$ cat src/rtl/if_pkg.sv
// ---------------------------------------------------------------------------
// if_pkg
// Shared definitions for the instruction-fetch sequencer and its skid buffer:
// fetch state encoding, the NOP word, the PC increment, the default reset PC
// and a helper that forces a byte address onto a word boundary.
// ---------------------------------------------------------------------------
package if_pkg;

    typedef enum logic [1:0] {
        IDLE   = 2'd0,
        RUN    = 2'd1,
        HOLD   = 2'd2,
        HALTED = 2'd3
    } fetch_state_t;

    localparam logic [31:0] NOP_WORD         = 32'd0;
    localparam logic [31:0] PC_STEP          = 32'd4;
    localparam logic [31:0] DEFAULT_RESET_PC = 32'd0;

    // Misaligned redirect targets are silently pulled down to the word.
    function automatic logic [31:0] word_align(input logic [31:0] addr);
        return addr & ~32'h3;
    endfunction

endpackage

$ cat src/rtl/if_skid_buffer.sv
// ---------------------------------------------------------------------------
// if_skid_buffer
// One-entry holding register for a fetch response that returns while the
// IF stage is stalled. Stores the instruction word and the PC it came from.
//
// Ports:
//   clk      in   rising-edge clock
//   reset    in   asynchronous, active-high
//   load     in   capture word_in/pc_in and mark the entry valid
//   clear    in   drop the entry (wins over load)
//   word_in  in   [31:0] instruction word to store
//   pc_in    in   [31:0] byte address of word_in
//   valid    out  entry holds a word
//   word     out  [31:0] stored instruction word
//   pc       out  [31:0] stored byte address
// ---------------------------------------------------------------------------
module if_skid_buffer
    import if_pkg::*;
(
    input  logic        clk,
    input  logic        reset,
    input  logic        load,
    input  logic        clear,
    input  logic [31:0] word_in,
    input  logic [31:0] pc_in,
    output logic        valid,
    output logic [31:0] word,
    output logic [31:0] pc
);

    // NOTE: state is written with non-blocking assignments so every register
    // samples the pre-edge values, independent of statement order.
    always_ff @(posedge clk or posedge reset) begin
        if (reset) begin
            valid <= 1'b0;
            // NOTE: the payload is reset along with valid so an empty entry
            // never exposes X to the IF/ID mux in simulation.
            word  <= NOP_WORD;
            pc    <= 32'd0;
        end else if (clear) begin
            valid <= 1'b0;
        end else if (load) begin
            valid <= 1'b1;
            word  <= word_in;
            pc    <= pc_in;
        end
    end

endmodule

$ cat src/rtl/if_fetch_sequencer.sv
// ---------------------------------------------------------------------------
// if_fetch_sequencer
// IF-stage fetch initiator. Owns the PC, issues word requests to a
// synchronous instruction memory (data returns the cycle after a sampled
// request) and writes returned words into the IF/ID register together with
// their PC and next PC. Handles hazard stall through a one-entry skid
// buffer, branch redirect with flush, and an optional end-of-program halt.
//
// Build option:
//   IF_HALT_EN  when defined, reaching HALT_ADDR in RUN stops fetch for good
//               (until a branch or reset). Undefined: halted is tied to 0.
//
// Parameters:
//   RESET_PC   byte address of the first fetch after reset
//   HALT_ADDR  byte address whose fetch ends the program (IF_HALT_EN only)
//
// Ports:
//   clk            in   rising-edge clock
//   reset          in   asynchronous, active-high
//   stall          in   hazard stall; holds PC and IF/ID outputs
//   branch_taken   in   redirect request, sampled at the clock edge
//   branch_target  in   [31:0] redirect byte address
//   imem_req       out  fetch request (from state/pc only)
//   imem_addr      out  [31:0] fetch byte address
//   imem_rdata     in   [31:0] memory word, valid the cycle after a request
//   if_instr       out  [31:0] IF/ID instruction
//   if_pc          out  [31:0] address of if_instr
//   if_nextpc      out  [31:0] if_pc + 4
//   if_valid       out  IF/ID holds a real instruction
//   halted         out  fetch permanently stopped
// ---------------------------------------------------------------------------
module if_fetch_sequencer
    import if_pkg::*;
#(
    parameter logic [31:0] RESET_PC  = DEFAULT_RESET_PC,
    parameter logic [31:0] HALT_ADDR = 32'd48
) (
    input  logic        clk,
    input  logic        reset,
    input  logic        stall,
    input  logic        branch_taken,
    input  logic [31:0] branch_target,
    output logic        imem_req,
    output logic [31:0] imem_addr,
    input  logic [31:0] imem_rdata,
    output logic [31:0] if_instr,
    output logic [31:0] if_pc,
    output logic [31:0] if_nextpc,
    output logic        if_valid,
    output logic        halted
);

    fetch_state_t state;
    logic [31:0]  pc;
    logic         infl_v;     // a request was sampled at the last edge
    logic [31:0]  infl_tag;   // address of that request
    logic         skid_load;
    logic         skid_clear;
    logic         skid_valid;
    logic [31:0]  skid_word;
    logic [31:0]  skid_pc;
    logic         at_halt;
    logic         redirect;

`ifdef IF_HALT_EN
    localparam bit HALT_EN = 1'b1;
    assign halted = (state == HALTED);
`else
    localparam bit HALT_EN = 1'b0;
    assign halted = 1'b0;
`endif

    assign at_halt   = HALT_EN && (pc == HALT_ADDR);
    assign redirect  = branch_taken && (state != IDLE);
    assign imem_req  = (state == RUN) && !at_halt;
    assign imem_addr = pc;

    // Only the response landing in the first HOLD cycle is parked; the
    // entry is dropped on a redirect or when IF/ID consumes it on release.
    always_comb begin
        // NOTE: defaults first so every path assigns both outputs and no
        // latch is inferred.
        skid_load  = 1'b0;
        skid_clear = 1'b0;
        if (redirect) begin
            skid_clear = 1'b1;
        end else if (state == HOLD) begin
            if (!stall) begin
                skid_clear = 1'b1;
            end else if (infl_v) begin
                skid_load = 1'b1;
            end
        end
    end

    if_skid_buffer u_skid (
        .clk     (clk),
        .reset   (reset),
        .load    (skid_load),
        .clear   (skid_clear),
        .word_in (imem_rdata),
        .pc_in   (infl_tag),
        .valid   (skid_valid),
        .word    (skid_word),
        .pc      (skid_pc)
    );

    always_ff @(posedge clk or posedge reset) begin
        if (reset) begin
            state     <= IDLE;
            pc        <= RESET_PC;
            infl_v    <= 1'b0;
            infl_tag  <= RESET_PC;
            if_instr  <= NOP_WORD;
            if_pc     <= 32'd0;
            if_nextpc <= 32'd0;
            if_valid  <= 1'b0;
        end else if (redirect) begin
            // Redirect kills the request sampled at this edge as well as the
            // one already in flight; IF/ID is invalidated even when stalled.
            pc       <= word_align(branch_target);
            infl_v   <= 1'b0;
            if_valid <= 1'b0;
            if (state == HALTED) begin
                state <= RUN;
            end else if (state == RUN && stall) begin
                state <= HOLD;
            end
        end else begin
            case (state)
                IDLE: begin
                    state <= stall ? HOLD : RUN;
                end

                RUN: begin
                    // The word requested one edge ago is on imem_rdata now.
                    if (infl_v) begin
                        if_instr  <= imem_rdata;
                        if_pc     <= infl_tag;
                        if_nextpc <= infl_tag + PC_STEP;
                        if_valid  <= 1'b1;
                    end else begin
                        if_valid  <= 1'b0;
                    end

                    if (at_halt) begin
                        state  <= HALTED;
                        infl_v <= 1'b0;
                    end else begin
                        // The request is sampled by memory on this edge even
                        // if stall is rising, so the PC must move past it.
                        pc       <= pc + PC_STEP;
                        infl_v   <= 1'b1;
                        infl_tag <= pc;
                        if (stall) begin
                            state <= HOLD;
                        end
                    end
                end

                HOLD: begin
                    infl_v <= 1'b0;
                    if (!stall) begin
                        state <= RUN;
                        if (skid_valid) begin
                            if_instr  <= skid_word;
                            if_pc     <= skid_pc;
                            if_nextpc <= skid_pc + PC_STEP;
                            if_valid  <= 1'b1;
                        end else if (infl_v) begin
                            // One-cycle stall: response goes straight to IF/ID.
                            if_instr  <= imem_rdata;
                            if_pc     <= infl_tag;
                            if_nextpc <= infl_tag + PC_STEP;
                            if_valid  <= 1'b1;
                        end else begin
                            if_valid  <= 1'b0;
                        end
                    end
                end

                HALTED: begin
                    if_valid <= 1'b0;
                end

                default: begin
                    state <= IDLE;
                end
            endcase
        end
    end

endmodule
$ cat config.mk
export PLATFORM = sky130hd
export DESIGN_NAME = if_fetch_sequencer
export DESIGN_NICKNAME = d
export VERILOG_FILES = /design/src/rtl/if_pkg.sv /design/src/rtl/if_skid_buffer.sv /design/src/rtl/if_fetch_sequencer.sv
export SDC_FILE = /design/constraint.sdc
export NUM_CORES = 1
export LEC_CHECK = 0
export BUFFER_PORTS_ARGS = -buffer_cell sky130_fd_sc_hd__buf_2
export CAP_MARGIN = 20
export CORE_MARGIN = 4
export CORE_UTILIZATION = 58
export CTS_BUF_LIST = sky130_fd_sc_hd__clkbuf_4
export CTS_CLUSTER_SIZE = 12
export DETAILED_ROUTE_END_ITERATION = 8
export PLACE_DENSITY = 0.8
export SYNTH_ARGS = -nofsm -noshare
export SYNTH_HDL_FRONTEND = slang
export SYNTH_SLANG_ARGS = --single-unit
$ cat constraint.sdc
create_clock -name clk -period 8.5 [get_ports clk]
set_input_delay 1.7 -clock clk [delete_from_list [all_inputs] [get_ports clk]]
set_output_delay 1.7 -clock clk [all_outputs]
set_load 0.01 [all_outputs]
# Yosys cells after proc, flatten, opt, wreduce, memory -nomap -nowiden
# Index checks and enable logic that the tools add are counted.
[totals]
word_cells = 74
output_inout_bits = 131
inputBits = 68
regBits = 229
[classes]
n_bitwise = 2
muxes = 36
n_reduce_logical = 15
addsub = 3
n_eq_ne = 7
[ops]
columns = ["op", "count"]
rows = [
  ["2-to-1 mux 32 bit", 11],
  ["case mux 32 bit (2 select lines)", 3],
  ["adder 32 x 3 -> 32 bit (second input constant)", 3],
  ["2-to-1 mux 1 bit", 13],
  ["2-to-1 mux 2 bit", 6],
  ["nonzero test 2 bit", 4],
  ["nonzero test 4 bit", 2],
  ["case mux 2 bit (3 select lines)", 1],
  ["AND reduction 2 bit", 3],
  ["equality test 2 bit (second input constant)", 2],
  ["AND reduction 4 bit", 1],
  ["!= test 3 x 1 -> 1 bit (second input constant)", 1],
  ["!= test 3 x 2 -> 1 bit (second input constant)", 1],
  ["!= test 3 bit (second input constant)", 1],
  ["case mux 1 bit (3 select lines)", 1],
  ["AND reduction 3 bit", 1],
  ["nonzero test 3 bit", 1],
  ["equality test 2 x 1 -> 1 bit (second input constant)", 1],
  ["logical AND 1 bit", 2],
  ["logical NOT 2 bit", 1],
  ["!= test 2 bit (second input constant)", 1],
  ["inverter 1 bit", 2],
  ["case mux 1 bit (2 select lines)", 1],
]

# Depth between registers and ports, before layout
[logic_depth]
depth_word = 6
depth_mapped = 10
depth_no_buf = 7

# Modules after synthesis
# A second synthesis with hierarchy kept.
[hier_totals]
hier_cells = 1065
hier_area_um2 = 11304.6
[modules_own_cells]
columns = ["mod", "seq_area_each_um2", "cells_each", "instances", "area_per_inst_um2"]
rows = [
  ["if_fetch_sequencer", 4003.8, 925, 1, 8567.0],
  ["if_skid_buffer", 1626.6, 140, 1, 2737.6],
]

# Worst setup path before layout
# No wires, ideal clock.
[synth_timing]
kind = "in2reg"
start = "in branch_taken"
end = "reg u_skid.word[16]"
setup_slack_ns = 5.405
setup_time_ns = 0.125
required_time_ns = 8.375
path_buffers = 1
cell_stages = 4
arrival_ns = 2.970
path_cell_list = "nor2b_1 -> nor2_1 -> clkbuf_1 -> mux2_2"
[synth_between]
elab_chain_len = 4
elab_cells_between_ends = 5
cone_classes = "mux (2); bitwise (1); reduce/logical (2)"
[synth_rtl]
columns = ["element", "line", "text"]
rows = [
  ["start, declared", "if_fetch_sequencer.sv:41", "input logic branch_taken,"],
  ["logical AND 1 bit *", "if_fetch_sequencer.sv:74", "assign redirect = branch_taken && (state != IDLE);"],
  ["2-to-1 mux 1 bit", "if_fetch_sequencer.sv:85", "if (redirect) begin"],
  ["inverter 1 bit (no line)", "--", ""],
  ["AND reduction 2 bit (no line) *", "--", ""],
  ["end signal, assigned", "if_skid_buffer.sv:44", "word <= word_in;"],
  ["end, declared", "if_skid_buffer.sv:27", "output logic [31:0] word,"],
]
# Every way passes the cells marked *; elsewhere a longest branch is shown, timed or not.
# A chain may end at the register's enable or synchronous reset.

# Worst setup path in the final report
[layout_timing]
start = "in branch_taken"
end = "reg if_nextpc[16]"
[layout_between]
elab_chain_len = 3
[layout_rtl]
columns = ["element", "line", "text"]
rows = [
  ["logical AND 1 bit", "if_fetch_sequencer.sv:74", ""],
  ["inverter 1 bit (no line)", "--", ""],
  ["AND reduction 3 bit (no line)", "--", ""],
  ["end signal, assigned", "if_fetch_sequencer.sv:140", "if_nextpc <= infl_tag + PC_STEP;"],
  ["end signal, assigned", "if_fetch_sequencer.sv:168", "if_nextpc <= skid_pc + PC_STEP;"],
  ["end signal, assigned", "if_fetch_sequencer.sv:174", "if_nextpc <= infl_tag + PC_STEP;"],
  ["end, declared", "if_fetch_sequencer.sv:48", "output logic [31:0] if_nextpc,"],
]
# Every way passes these cells.

==> flow_summary.json <==
{
  "status": "complete, no violations",
  "crit_path_frequent_cell": "buf_4",
  "ir_worst_vdd_mv": 0.3267,
  "die_y_um": 144.4,
  "drive_gt1_share_pct": 31.31,
  "yosysMostFrequentCell": "dfrtp_1",
  "wl_per_cell_um": 18.52,
  "core-area_um2": 18150,
  "tightestPinTransition_ns": 0.9962,
  "grt_max_degree": 142,
  "place_inst": 1408,
  "drc_errors": 0,
  "cts_buffers": 56,
  "fin_crit_ns": 3.523,
  "leakagePower_nw": 5.439,
  "chipWidth_um": 144.4,
  "slowest_stage": "buf_4",
  "ctsHoldBuffers": 0,
  "drtAntennaViolNets": 0,
  "drv_slew": 0,
  "r2r-end": "if_nextpc[16]",
  "netlist_top_cells_area": "dfrtp_1, mux2_2, a21oi_1",
  "track_usage_pct": 26.43,
  "htreeDepth": 2,
  "finalSetupViolations": 0,
  "min_period_over_period_pct": 41.45,
  "finalHoldViolations": 0,
  "power_density_nw_per_um2": 409.3,
  "top_layer": "met4",
  "path_clk_slew_ns": 0.06,
  "reg2reg_slack_ns": 5.28,
  "worst_hold_path_type": "flop to flop",
  "syn_avg_cell_area_um2": 10.28,
  "netlist.area_leader.share_pct": 51.75,
  "slowest_delay_ns": 0.64,
  "synth_cell_type_count": 60,
  "rr_startpoint": "state[0]",
  "synth_edf_count": 0,
  "overflow": 0,
  "end_kind": "flop",
  "num_rows": 49,
  "clk-insertion-delay-late_ns": 0.66,
  "drtIter0Drc": 583,
  "place_congestion": 0.8562,
  "grt_pass1_vias": 8987,
  "cts-root-buf": "clkbuf_4",
  "cap_viol_max_count": 0,
  "synth-seq-area-share_pct": 51.75,
  "final_cells": 1501,
  "cp-start-kind": "input pin",
  "yosysTopAreaCell": "dfrtp_1",
  "drt-total-wl_mm": 27.79,
  "syn_area_um2": 10780,
  "viasPerCell": 6.170,
  "endpoint": "if_nextpc[16]",
  "drt_pass1_iterations": 5,
  "cts_sinks": 223,
  "synth_cells": 1049,
  "cts_tree": "done",
  "cts-resized-gates": 0,
  "worst-setup-path-type": "input pin to flop",
  "tns_ns": 0,
  "finalClockSkew_ns": 0.03663,
  "vias": 9261,
  "cts_buffer_depth": 3,
  "start_util_pct": 59.42,
  "worstPathRequired_ns": 9.01,
  "port_buffers": 193,
  "ys_seq_elements": 223,
  "die-area_um2": 20840,
  "rsz0062_at_grt": "no",
  "ys_async_sr_fraction_pct": 100.0,
  "nNetsFinal": 1316,
  "wl_met1_mm": 12.17,
  "antenna_found_initial": 1,
  "crit_path_start": "branch_taken",
  "met3_length_mm": 2.331,
  "rr_worst_depth": 9,
  "cp_data_arrival_time_ns": 4.04,
  "crit_fanout": 73,
  "synthFlopType": "dfrtp_1",
  "wl_met2_mm": 12.76,
  "hpwl_mm": 18.29,
  "synth.top_cells.by_count": "dfrtp_1, nor2_1, a21oi_1, mux2_2, o22ai_1",
  "slew_headroom_pct": 33.59,
  "yosys_warnings": 0,
  "max_freq_ghz": 0.2838,
  "areaGrowthSynthToFinish_pct": 16.20,
  "cp_cell_sequence": "buf_2 -> nand2b_1 -> buf_4 -> and3_2 -> buf_4 -> o21ai_1 -> a22oi_1 -> o21ai_0",
  "io_pins": 199,
  "grt_pass1_wl_mm": 44.74,
  "hp-start": "if_pc[2]",
  "cts_setup_buffers": 0
}
==> layer usage <==
metal / up-vias / GRT usage [%]
met5: - / 0
met3: 49 / 5.225
met4: 0 / 7.511
li1: 4281 / -
met1: 4473 / 37.71
met2: 458 / 41.65
==> sequential cells by signal (all words and copies together), names as in the netlist <==
name	cells
if_instr	32
if_nextpc	32
if_pc	32
u_skid.word	32
imem_addr	30
infl_tag	30
u_skid.pc	30
state	2
if_valid	1
infl_v	1
u_skid.valid	1
==> critical path: cells and delay by family <==
family          cells  cell delay (ns)
buf+inv             3             1.18
simple gates        2             0.33
compound gates      3             0.80
==> area by class of cell <==
type,instances,area [µm²]
timing repair buffer,206,1084
antenna,1,2.502
clock inverter,9,37.54
clock buffer,80,600.6
multi-input combinational,742,4891
tap,229,286.5
fill,1428,5617
sequential,223,5580
inverter,11,48.80
==> metrics by stage <==
step                hold WS [ns]  utilization [%]  instance area (µm²)  setup WS, ns  total power, W
floorplan                 0.4811                -                10790        0.6939        0.003506
global placement          0.4549            65.29                11850         4.349        0.004193
detailed placement        0.4621            65.29                11850         4.325        0.004291
CTS                       0.4762            68.80                12490         5.038        0.005134
global route              0.4994            69.05                12530         4.795        0.005519
finish                    0.4682            69.05                12530         4.977        0.005129
==> cells by family (layout without fill, tap and decap cells) <==
logic type / after synthesis / after routing / share of synthesized area, %
xor gates and xnor gates: 54 / 54 / 4.386
and+or+nand+nor: 307 / 307 / 14.41
buffers and inverters: 86 / 306 / 3.225
adders and majority gates: 8 / 8 / 0.9282
muxes: 94 / 94 / 9.769
DFF: 223 / 223 / 51.75
AOI/OAI and AO/OA: 276 / 276 / 15.50
other: 1 / 4 / 0.03477
==> cell usage in the layout (no fill, tap or decap), drive strengths merged, types with 17 or more instances in the layout <==
cell type	count
nor2	114
a21oi	108
xor2	39
dfrtp	223
nor3	17
nand3	32
nand2	50
clkbuf	80
o22ai	82
o21ai	30
buf	206
nand4	31
mux2	90
==> power breakdown <==
group          leakage [nW]  switching (W)  internal (W)
Clock                 0.389       0.000402      0.000425
Sequential             2.60       0.000552       0.00159
Combinational          2.45        0.00124      0.000924
==> how the worst min path moves through the flow <==
stage / depth (start not counted) / slack, ns / to
global placement: 1 / 0.45 / if_pc[2]
floorplan: 1 / 0.48 / u_skid.word[10]
global route: 1 / 0.50 / if_pc[2]
CTS: 1 / 0.48 / if_pc[2]
finish: 1 / 0.47 / if_pc[2]
detailed placement: 1 / 0.46 / if_pc[2]
(Power assumes the default switching activity.)
